<file path="config.mk">
export PLATFORM = sky130hd
export DESIGN_NAME = bitwise_unit_pipe
export DESIGN_NICKNAME = d
export VERILOG_FILES = /design/src/rtl/bwu_pkg.sv /design/src/rtl/bitwise_unit_stage.sv /design/src/rtl/bitwise_unit_pipe.sv
export SDC_FILE = /design/constraint.sdc
export NUM_CORES = 1
export LEC_CHECK = 0
export CORE_UTILIZATION = 39
export DETAILED_ROUTE_END_ITERATION = 12
export GPL_TIMING_DRIVEN = 0
export SYNTH_ARGS = -nofsm -noshare
export SYNTH_HDL_FRONTEND = slang
export SYNTH_HIERARCHICAL = 1
export SYNTH_SLANG_ARGS = --single-unit
</file>
<file path="constraint.sdc">
create_clock -name clk -period 1.5 [get_ports clk]
set_input_delay 0.15 -clock clk [delete_from_list [all_inputs] [get_ports clk]]
set_output_delay 0.15 -clock clk [all_outputs]
set_load 0.02 [all_outputs]
</file>
<file path="src/rtl/bwu_pkg.sv">
// Shared definitions for the pipelined bitwise unit: op codes, op type and
// the single-bit evaluation function applied across every operand bit.
package bwu_pkg;

    typedef logic [2:0] bwu_op_t;

    localparam bwu_op_t BWU_NOT  = 3'd0;
    localparam bwu_op_t BWU_AND  = 3'd1;
    localparam bwu_op_t BWU_OR   = 3'd2;
    localparam bwu_op_t BWU_XOR  = 3'd3;
    localparam bwu_op_t BWU_NAND = 3'd4;
    localparam bwu_op_t BWU_NOR  = 3'd5;
    localparam bwu_op_t BWU_XNOR = 3'd6;
    localparam bwu_op_t BWU_PASS = 3'd7;

    // Evaluate one result bit; ops are strictly bitwise so the unit applies
    // this independently to every bit position.
    function automatic logic bwu_eval(input bwu_op_t op, input logic a, input logic b);
        logic r;
        case (op)
            BWU_NOT:  r = ~a;
            BWU_AND:  r = a & b;
            BWU_OR:   r = a | b;
            BWU_XOR:  r = a ^ b;
            BWU_NAND: r = ~(a & b);
            BWU_NOR:  r = ~(a | b);
            BWU_XNOR: r = ~(a ^ b);
            default:  r = a;
        endcase
        return r;
    endfunction

endpackage

</file>
<file path="src/rtl/bitwise_unit_stage.sv">
// One pipeline register slice: valid/data/zero (and ones count when
// BWU_POPCOUNT_EN is defined). Loads the upstream beat whenever adv is high.
// Ports: clk, rst_n, adv, in_valid/in_data/in_zero[/in_ones] from upstream,
//        out_valid/out_data/out_zero[/out_ones] registered slice contents.
module bitwise_unit_stage #(
    parameter int unsigned WIDTH = 16
`ifdef BWU_POPCOUNT_EN
    , parameter int unsigned OW  = 5
`endif
) (
    input  logic             clk,
    input  logic             rst_n,
    input  logic             adv,
    input  logic             in_valid,
    input  logic [WIDTH-1:0] in_data,
    input  logic             in_zero,
`ifdef BWU_POPCOUNT_EN
    input  logic [OW-1:0]    in_ones,
    output logic [OW-1:0]    out_ones,
`endif
    output logic             out_valid,
    output logic [WIDTH-1:0] out_data,
    output logic             out_zero
);

    // Slice register; a bubble upstream loads as valid=0.
    always_ff @(posedge clk or negedge rst_n) begin
        if (!rst_n) begin
            out_valid <= 1'b0;
            out_data  <= '0;
            out_zero  <= 1'b0;
`ifdef BWU_POPCOUNT_EN
            out_ones  <= '0;
`endif
        end else if (adv) begin
            out_valid <= in_valid;
            out_data  <= in_data;
            out_zero  <= in_zero;
`ifdef BWU_POPCOUNT_EN
            out_ones  <= in_ones;
`endif
        end
    end

endmodule

</file>
<file path="src/rtl/bitwise_unit_pipe.sv">
// Pipelined bitwise logic unit: computes one of eight bitwise ops on WIDTH-bit
// operands and carries the result through DEPTH register stages with full
// valid/ready backpressure. Optional macro BWU_POPCOUNT_EN adds out_ones.
// Ports: clk, rst_n; in_valid/in_ready/in_a/in_b/in_op (operand beat);
//        out_valid/out_ready/out_data/out_zero[/out_ones] (result beat); busy.
module bitwise_unit_pipe
    import bwu_pkg::*;
#(
    parameter int unsigned WIDTH = 16,
    parameter int unsigned DEPTH = 2
) (
    input  logic             clk,
    input  logic             rst_n,
    input  logic             in_valid,
    output logic             in_ready,
    input  logic [WIDTH-1:0] in_a,
    input  logic [WIDTH-1:0] in_b,
    input  logic [2:0]       in_op,
    output logic             out_valid,
    input  logic             out_ready,
    output logic [WIDTH-1:0] out_data,
    output logic             out_zero,
`ifdef BWU_POPCOUNT_EN
    output logic [$clog2(WIDTH+1)-1:0] out_ones,
`endif
    output logic             busy
);

`ifdef BWU_POPCOUNT_EN
    localparam int unsigned OW = $clog2(WIDTH + 1);
`endif

    logic [WIDTH-1:0] res_c;
    logic             zero_c;

    logic [DEPTH-1:0] adv;
    logic [DEPTH-1:0] valid_s;
    logic [DEPTH-1:0] up_valid;
    logic [WIDTH-1:0] data_s  [DEPTH];
    logic [WIDTH-1:0] up_data [DEPTH];
    logic [DEPTH-1:0] zero_s;
    logic [DEPTH-1:0] up_zero;
`ifdef BWU_POPCOUNT_EN
    logic [OW-1:0]    ones_c;
    logic [OW-1:0]    ones_s  [DEPTH];
    logic [OW-1:0]    up_ones [DEPTH];
`endif

    // Bitwise result and flags computed at the input, captured by stage 0.
    always_comb begin
        res_c = '0;
        for (int i = 0; i < int'(WIDTH); i++) begin
            res_c[i] = bwu_eval(bwu_op_t'(in_op), in_a[i], in_b[i]);
        end
        zero_c = ~|res_c;
    end

`ifdef BWU_POPCOUNT_EN
    // Population count of the result, piped alongside data.
    always_comb begin
        ones_c = '0;
        for (int i = 0; i < int'(WIDTH); i++) begin
            ones_c = ones_c + OW'(res_c[i]);
        end
    end
`endif

    // Advance chain from the output back to the input: a stage may load when
    // it is empty or the stage ahead of it is advancing.
    always_comb begin
        logic a;
        adv = '0;
        a   = !valid_s[DEPTH-1] || out_ready;
        adv[DEPTH-1] = a;
        for (int k = int'(DEPTH) - 2; k >= 0; k--) begin
            a      = !valid_s[k] || a;
            adv[k] = a;
        end
    end

    // Upstream source for each stage: the input for stage 0, else stage k-1.
    always_comb begin
        up_valid[0] = in_valid;
        up_data[0]  = res_c;
        up_zero[0]  = zero_c;
`ifdef BWU_POPCOUNT_EN
        up_ones[0]  = ones_c;
`endif
        for (int k = 1; k < int'(DEPTH); k++) begin
            up_valid[k] = valid_s[k-1];
            up_data[k]  = data_s[k-1];
            up_zero[k]  = zero_s[k-1];
`ifdef BWU_POPCOUNT_EN
            up_ones[k]  = ones_s[k-1];
`endif
        end
    end

    for (genvar k = 0; k < int'(DEPTH); k++) begin : g_stage
        bitwise_unit_stage #(
            .WIDTH (WIDTH)
`ifdef BWU_POPCOUNT_EN
            , .OW  (OW)
`endif
        ) u_stage (
            .clk       (clk),
            .rst_n     (rst_n),
            .adv       (adv[k]),
            .in_valid  (up_valid[k]),
            .in_data   (up_data[k]),
            .in_zero   (up_zero[k]),
`ifdef BWU_POPCOUNT_EN
            .in_ones   (up_ones[k]),
            .out_ones  (ones_s[k]),
`endif
            .out_valid (valid_s[k]),
            .out_data  (data_s[k]),
            .out_zero  (zero_s[k])
        );
    end

    assign in_ready  = adv[0];
    assign out_valid = valid_s[DEPTH-1];
    assign out_data  = data_s[DEPTH-1];
    assign out_zero  = zero_s[DEPTH-1];
`ifdef BWU_POPCOUNT_EN
    assign out_ones  = ones_s[DEPTH-1];
`endif
    assign busy      = |valid_s;

endmodule

</file>
# Yosys cells after proc, flatten, opt, wreduce, memory -nomap -nowiden
# Index checks and enable logic that the tools add are counted.
[word_totals] reg_bits=36 output_inout_bits=20 elab_cells=148
[op_classes] n_eq_ne=6 muxes=16 n_bitwise=112 reduce_logical=8
[ops] cell="$pmux 1 s7" count=16
[ops] cell="$not 1->1" count=64
[ops] cell="$and 1x1->1" count=16
[ops] cell="$or 1x1->1" count=16
[ops] cell="$reduce_or 16->1" count=1
[ops] cell="$xor 1x1->1" count=16
[ops] cell="$eq 3x3->1 const B" count=3
[ops] cell="$eq 3x2->1 const B" count=2
[ops] cell="$eq 3x1->1 const B" count=1
[ops] cell="$logic_not 1->1" count=3
[ops] cell="$logic_not 3->1" count=1
[ops] cell="$logic_or 1x1->1" count=2
[ops] cell="$reduce_or 2->1" count=1

# Logic depth before layout (Yosys ltp)
# Gate-level depths: netlist (run 1).
[logic_depth] ltp_word=5 mapped_depth=10

# Cells and area by module
# The synthesis (run 1) kept the hierarchy.
[by_module_without_submodules] mod="bitwise_unit_pipe" instances=1 cells_each=249 area_per_inst_um2=1864.3 seq_area_each_um2=0.0
[by_module_without_submodules] mod="bitwise_unit_stage" instances=2 cells_each=38 area_per_inst_um2=721.9 seq_area_each_um2=450.4

# Worst setup path after synthesis (run 1)
# OpenSTA, ideal clock, no wires.
[synth_timing] kind="in2reg" start="in in_a[1]" end="reg g_stage[0].u_stage.out_zero" setup_ns=0.065 t_arrival_ns=2.091 required_ns=1.435 path_slack_ns=-0.655 path_stages=9 path_buffers=0 path_cell_list="inv_1 ha_1 nand2_1 o21ai_0 a221o_1 mux2_4 or4_4 nor4_2 mux2_2"
[synth_between] elab_chain_len=5
[synth_lines] element="start, declared" line_no="bitwise_unit_pipe.sv:16" source="input logic [WIDTH-1:0] in_a,"
[synth_lines] element="$xor 1x1->1 (tied with other cells)" line_no="bwu_pkg.sv:24, bwu_pkg.sv:27"
[synth_lines] element="$not 1->1 (on tied branches)" line_no="bwu_pkg.sv:27, bwu_pkg.sv:25, bwu_pkg.sv:26"
[synth_lines] element="$pmux 1 s7 *" line_no="bwu_pkg.sv:20" source="case (op)"
[synth_lines] element="net res_c[1]" line_no="bitwise_unit_pipe.sv:33" source="logic [WIDTH-1:0] res_c;"
[synth_lines] element="$reduce_or 16->1 *" line_no="bitwise_unit_pipe.sv:55" source="zero_c = ~|res_c;"
[synth_lines] element="$logic_not 1->1 *" line_no="bitwise_unit_pipe.sv:55"
[synth_lines] element="net up_zero[0]" line_no="bitwise_unit_pipe.sv:42" source="logic [DEPTH-1:0] up_zero;"
[synth_lines] element="end signal, assigned" line_no="bitwise_unit_stage.sv:38" source="out_zero <= in_zero;"
[synth_lines] element="end, declared" line_no="bitwise_unit_stage.sv:23" source="output logic out_zero"
# Mark *: on every way through the listed nets, which the timed path passes. The rest lies on a longest branch.
# A chain may end at the register's enable or synchronous reset.

# Worst setup path in the final report (run 1)
[layout_timing] start="in in_op[2]" end="reg g_stage[0].u_stage.out_zero"
[layout_between] elab_chain_len=4
[layout_lines] element="start, declared" line_no="bitwise_unit_pipe.sv:18" source="input logic [2:0] in_op,"
[layout_lines] element="$eq 3x3->1 (tied with other cells)" line_no="bwu_pkg.sv:20"
[layout_lines] element="$pmux 1 s7 *" line_no="bwu_pkg.sv:20"
[layout_lines] element="net res_c[9]" line_no="bitwise_unit_pipe.sv:33"
[layout_lines] element="$reduce_or 16->1 *" line_no="bitwise_unit_pipe.sv:55"
[layout_lines] element="$logic_not 1->1 *" line_no="bitwise_unit_pipe.sv:55"
[layout_lines] element="net up_zero[0]" line_no="bitwise_unit_pipe.sv:42"
# Marked as above.

==> impl_results.md, run 1 <==
* Tot GR Track Use at 20.1%
* Origin of the worst min-delay path: in_a[6]
* Crit share post-route at 123%
* Clk buf depth at 2
* Sequential fraction of the synthesis area at 27.2%
* Full die area at 8850 sq um
* Net Sw Frac at 30.3%
* Synthesized instance count at 325
* FF-to-FF setup slack at 210 ps
* Outcome: complete, but fails checks
* CP endpoint kind: flop
* Synth top cells by count: dfrtp_1 (36), inv_1 (36), ha_1 (32)
* Violations in the final reports: negative setup slack
* Yosys top cell by area: dfrtp_1
* Layout area overhead at 44.0%
* CP max FO at 4
* Slew HR at between 40 and 50%
* Tmin final at 1840 ps
* Sequential Power Share at 32.3%
* Reg-to-reg startpoint: g_stage[1].u_stage/out_valid
* CTS tree: done
* Fin Setup TNS at -600 ps
* Fin. Hold Viols at 0
* Layout fillers at 702
* Ys async rst share at 100%
* Remaining antenna violation count at 0
* Fmax at 542 MHz
* Final Setup Violations at 4
* Port Buffer Count at 56
* # rows at 33
* Leak Pwr at about 2.1 nW
* Avg Inst Size Synth at 10.2 sq um
* CTS clock-pin slew for the worst setup and hold paths at 70 ps
* Worst Hold Depth at 4
* Drt wl/cell at 16.2 um
* Clock tree sinks at 36
* Num CTS Buffers at 5
* Gate power share at 44.3%
* Crit Path Class: input port to flop
* Cells after DPL at slightly below 500
* First-pass GRT wire length at 13.9 mm
* Post-Syn Area at roughly 3300 sq um
* CP peak stage delay at 360 ps
* Share of cells above drive strength 1 at 47.5%
* Pint at 2.72 mW
* CP delay by family, top: compound AO/OA/AOI/OAI gates
* # nets final at 485
* Die Span Y at 94.1 um
* Yosys top cell area share at 27.2%
* Largest net degree at the start of global routing at 37
* Yosys reg bits at 36
* Final worst setup slack at -344 ps
* Clock skew at 1.77 ps
* Synth Flop Type: dfrtp_1
* Vias in the first global route at between 2000 and 3000
* WHS Endpoint: g_stage[0].u_stage/out_data[6]
* HPWL after detailed placement at 5.98 mm
* Crit path buffers/inverters at 3
* Drt via density at 5.39
* Worst Tran Pin Value at 770 ps
* Synth warn at 6
* Power per cell area at slightly above 800 nW/um^2
* DR iter-0 viols at 132
* Clock root cell: clkbuf_8
* Worst Setup SP: in_op[2]
* Final Max Slew Viols at 0
* Hold Path Class: input port to flop
* Max_cap viols at 0
* Initial antenna violation count at 0
* Clock power share at 23.3%
* R2R depth at 4
* Vias at 2802
* Syn_nets at 396
* Final Non-Filler Cells at 520
* TritonRoute pass-1 iters at 4
* Post-Route WL at 8.44 mm
* Boundary pin count at 59
* # diodes at 0
* Clk Latency, worst-skew pair at 280 ps
* R2R Path End: g_stage[0].u_stage/out_data[7]
* CP max stage cell: a311o_1
* Worst VDD drop at 0.544 mV
* Worst endpoint required time at 1720 ps
* Synth area leaders: dfrtp_1 (27%), ha_1 (12%), mux2_4 (9.5%), mux2_2 (7.8%), o211ai_1 (4.3%)
* Unrepaired setup endpoints after global routing: true
* NetSw at roughly 1.2 mW
* Number of enable flip-flop cells after synthesis at 0
* Critical-path cell list: buf_8 > buf_6 > buf_6 > mux2_4 > o211a_1 > a311o_1 > a2111oi_4 > nand4bb_4 > nor4_4 > mux2_4
* CTS H-tree lvls at 2
* Die Wd at approximately 94 um
* DRC violation count after routing at 0
* Post-synth cell types at 51
* CP Launch Type: input port
* Initial Util at 40.3%
* Core Box Area at 8220 sq um
* Grt ovf at 0
* WP data arrival at 2070 ps
* Routability congestion estimate from global placement at 0.853
[power by group through the flow]
| stage | clock network (mW) | logic [mW] | registers [mW] |
|---|---|---|---|
| 4_1_cts | 0.938 | 1.67 | 1.27 |
| 3_5_place_dp | 0 | 1.46 | 1.29 |
| 2_1_floorplan | 0 | 0.804 | 1.40 |
| 3_3_place_gp | 0 | 1.44 | 1.28 |
| 5_1_grt | 0.986 | 1.87 | 1.29 |
| 6_report | 0.911 | 1.73 | 1.26 |
[layout by cell type, fill, tap and decap left out, types with 4 or more instances in the layout]
master and n:
a21oi_1 11, buf_2 7, buf_4 24, buf_6 26, buf_8 6, clkbuf_2 5
clkbuf_8 7, clkdlybuf4s15_1 4, clkdlybuf4s50_1 20, dfrtp_1 35, dlygate4sd2_1 6, ha_1 18
ha_4 13, inv_1 12, inv_2 20, mux2_2 17, mux2_4 27, mux2i_1 13
mux4_2 7, nand2_1 11, nor2_1 17, nor2b_1 4, o211ai_1 19, o21ai_0 8
[area by class of cell]
type / instances / area [sq um] / area share (%)
Multi-Input combinational cell: 229 / 2420 / 50.8
Sequential cell: 36 / 902 / 18.9
Timing Repair Buffer: 82 / 768 / 16.1
Buffer: 23 / 251 / 5.28
Inverter: 37 / 164 / 3.44
Tap cell: 105 / 131 / 2.76
Clock buffer: 7 / 96.3 / 2.02
Clock inverter: 1 / 30.0 / 0.630
[registers in the layout, summed over array words and instances (netlist names)]
register and cells:
g_stage.u_stage/out_data 32, g_stage.u_stage/out_valid 2, g_stage.u_stage/out_zero 2
[worst max path at each step]
stage                                  endpoint  slack, ps  cells after the start
floorplan           g_stage[0].u_stage/out_zero       -500                      9
global placement    g_stage[0].u_stage/out_zero      -1280                     10
detailed placement  g_stage[0].u_stage/out_zero      -1300                     10
CTS                 g_stage[0].u_stage/out_zero       -330                     10
global route        g_stage[0].u_stage/out_zero       -440                      9
finish              g_stage[0].u_stage/out_zero       -340                     10
[metrics by stage]
stage                     cell area, sq um  power, mW  util, %  hold WS (ps)  worst slack (ps)
final                                 4760       3.90     58.0           454              -344
after global routing                  4760       4.14     58.0           450              -445
after CTS                             4690       3.87     57.1           482              -329
after detailed placement              4070       2.75     49.6           277             -1300
after global placement                4080       2.71     49.6           488             -1280
after floorplan                       3380       2.20        -          -146              -499
[metal layers]
metal,up-vias,GRT usage [%],routed length [um]
met5,-,0,0
li1,1366,-,-
met2,76,34.5,4110
met3,18,2.91,286
met1,1342,25.3,3830
met4,0,7.82,218
[worst register-to-register path, stage by stage (launching register included)]
cell and delay [ps]:
dfrtp_2 430, nand3b_1 120, buf_6 170, buf_12 150, mux2_4 310
[logic make-up after synthesis]
family / share of synthesized area, %
and+or+nand+nor: 7.68
AOI/OAI and AO/OA: 17.4
DFF: 27.2
adders and majority gates: 12.1
muxes: 26.2
buffers and inverters: 9.38
[timing repair]
action	CTS	global route
resized for setup	190	50
buffers inserted	23	8
pin swaps	27	7
hold buffers	1	0
endpoints found under the hold margin	36	0
setup endpoints to repair	19	9
cloned	1	0
Note: power is estimated with default switching activity, not from simulation.
==> inputs of run 2 (changes only) <==
clock period = 1.6 ns   (was 1.5 ns; I/O delays follow)
==> impl_results.md, run 2 (synthesized netlist as in run 1, its figures left out) <==
* Outcome: complete, but fails checks
* Violations in the final reports: negative setup slack
* Unrepaired setup endpoints after global routing: true
* Most common cell after layout, fill and taps aside: dfrtp_1
* Num CTS Buffers at 5
* # nets final at 483
* CTS tree: done
* Pint at 2.34 mW
* Layout area overhead at 39.9%
* CTS H-tree lvls at 2
* R2R depth at 4
* DRC violation count after routing at 0
* Hold Path Class: input port to flop
* Largest net degree at the start of global routing at 37
* Routability congestion estimate from global placement at 0.852
* # rows at 33
* Worst endpoint required time at 1830 ps
* Vias in the first global route at 2791
* Remaining antenna violation count at 0
* Port Buffer Count at 56
* DR iter-0 viols at 94
* Crit Path Class: input port to flop
* CP peak stage delay at about 550 ps
* R2R Path End: g_stage[0].u_stage/out_data[8]
* Final Non-Filler Cells at 517
* Tot GR Track Use at 20.0%
* Leak Pwr at 2.10 nW
* CP max stage cell: or4_4
* Initial Util at between 40% and 50%
* Post-Route WL at between 8 and 9 mm
* FF-to-FF setup slack at ~300 ps
* Worst Setup SP: in_b[1]
* Grt ovf at 0
* Largest registers: g_stage.u_stage/out_data (32), g_stage.u_stage/out_valid (2), g_stage.u_stage/out_zero (2)
* Clk buf depth at 2
* Critical-path cell list: buf_6 > inv_12 > ha_4 > o21ai_1 > a221o_1 > mux2_4 > or4_4 > nor4_4 > mux2_4
* CP Launch Type: input port
* Fin Setup TNS at -372 ps
* Register name with the most flops: g_stage.u_stage/out_data
* Max reg flops at 32
* Clock root cell: clkbuf_8
* Full die area at 8850 sq um
* Clk Latency, worst-skew pair at 280 ps
* Worst Tran Pin Value at about 780 ps
* Max_cap viols at 0
* NetSw at 1.09 mW
* Gate power share at 45.4%
* Vias at 2801
* Power per cell area at approximately 740 nW/um^2
* CTS clock-pin slew for the worst setup and hold paths at 70 ps
* Most frequent cells in the layout: dfrtp_1 (36), mux2_4 (25), buf_4 (23), inv_1 (22), clkdlybuf4s50_1 (20)
* Net Sw Frac at a little under a third
* Sequential Power Share at around 35%
* Layout fillers at 733
* Final worst setup slack at -372 ps
* TritonRoute pass-1 iters at 4
* Worst VDD drop at roughly 0.30 mV
* Initial antenna violation count at 0
* First-pass GRT wire length at 13.7 mm
* Cells after DPL at 486
* Die Span Y at approximately 94 um
* Slew HR at 48.2%
* Most frequent cell on the critical path: mux2_4
* Drt wl/cell at 16.0 um
* WHS at 438 ps
* Core Box Area at 8220 sq um
* Clock power share at 19.9%
* Drt via density at 5.42
* Pre-CTS setup slack at -1230 ps
* # diodes at 0
* Fmax at 507 MHz
* Share of cells above drive strength 1 at 42.7%
* Final Setup Violations at 1
* Boundary pin count at 59
* Final Max Slew Viols at 0
* Fin. Hold Viols at 0
* CP endpoint kind: flop
* Clock skew at 1.96 ps
* Die Wd at 94.1 um
* Setup crit end: g_stage[0].u_stage/out_zero
* Reg-to-reg startpoint: g_stage[1].u_stage/out_valid
* HPWL after detailed placement at 6.00 mm
* CP max FO at 4
* WP data arrival at roughly 2200 ps
* Tmin final at 1970 ps
* Clock tree sinks at 36
* Crit share post-route at 123%
-- run 2: cell count changes in the layout (fill, tap and decap cells not counted), moves of 4 or more --
cell           previous run  this run
buf_6                    26        11
inv_1                    12        22
inv_2                    20        12
dlygate4sd2_1             6        13
buf_2                     7        11
-- run 2: area by class of cell --
type / count / area (sq um) / area share [%]
Multi-Input combinational cell: 229 / 2390 / 51.7
Clock buffer: 7 / 96.3 / 2.08
Timing Repair Buffer: 80 / 704 / 15.2
Inverter: 37 / 156 / 3.38
Sequential cell: 36 / 901 / 19.5
Tap cell: 105 / 131 / 2.84
Buffer: 23 / 245 / 5.30
-- run 2: worst min path at each step --
| stage | depth (start not counted) | startpoint | slack [ps] | to |
|---|---|---|---|---|
| 2_1_floorplan | 0 | rst_n | -140 | g_stage[0].u_stage/out_data[0] |
| 3_3_place_gp | 1 | g_stage[1].u_stage/out_zero | 490 | g_stage[1].u_stage/out_zero |
| 3_5_place_dp | 1 | rst_n | 290 | g_stage[0].u_stage/out_valid |
| 4_1_cts | 4 | in_a[1] | 490 | g_stage[0].u_stage/out_data[1] |
| 5_1_grt | 4 | in_a[1] | 450 | g_stage[0].u_stage/out_data[1] |
| 6_report | 4 | in_a[6] | 440 | g_stage[0].u_stage/out_data[6] |
-- run 2: power by group through the flow --
stage	sequential, mW	clock, mW	combinational [mW]
2_1_floorplan	1.31	0	0.741
3_3_place_gp	1.20	0	1.33
3_5_place_dp	1.21	0	1.35
4_1_cts	1.19	0.709	1.54
5_1_grt	1.21	0.746	1.68
6_report	1.19	0.682	1.56
-- run 2: timing repair --
action,in CTS,in global routing
endpoints found under the hold margin,36,0
gates resized for setup,157,31
pin swaps,28,14
setup endpoints to repair,19,9
buffers inserted,23,2
gates cloned,1,0
hold buffers,1,0
-- run 2: stage by stage --
step / instance area, sq um / utilization [%] / power (mW)
finish: 4630 / 56.3 / 3.42
global route: 4630 / 56.3 / 3.63
CTS: 4600 / 56.0 / 3.43
detailed placement: 4030 / 49.0 / 2.56
global placement: 4030 / 49.0 / 2.53
floorplan: 3340 / - / 2.05
-- run 2: worst max-delay path: cells and delay by family --
family / cells / cell delay, ps
multiplexers: 2 / 460
AO/OA/AOI/OAI: 2 / 410
buffers and inverters: 2 / 140
AND/OR/NAND/NOR: 2 / 760
adder cells (fa/ha/maj): 1 / 270
-- run 2: routing by layer --
layer | global-route usage (%) | up-vias | wire length, um
met2 | 35.9 | 64 | 4170
met1 | 25.4 | 1367 | 3730
met3 | 1.62 | 10 | 265
met5 | 0 | - | 0
li1 | - | 1360 | -
met4 | 5.77 | 0 | 111
==> inputs of run 3 (changes only) <==
CTS_BUF_LIST = sky130_fd_sc_hd__clkbuf_2 sky130_fd_sc_hd__clkbuf_4 sky130_fd_sc_hd__clkbuf_8   (was unset)
==> results of run 3 <==
Same layout as run 2: the final DEF is identical, and so are final timing and power.
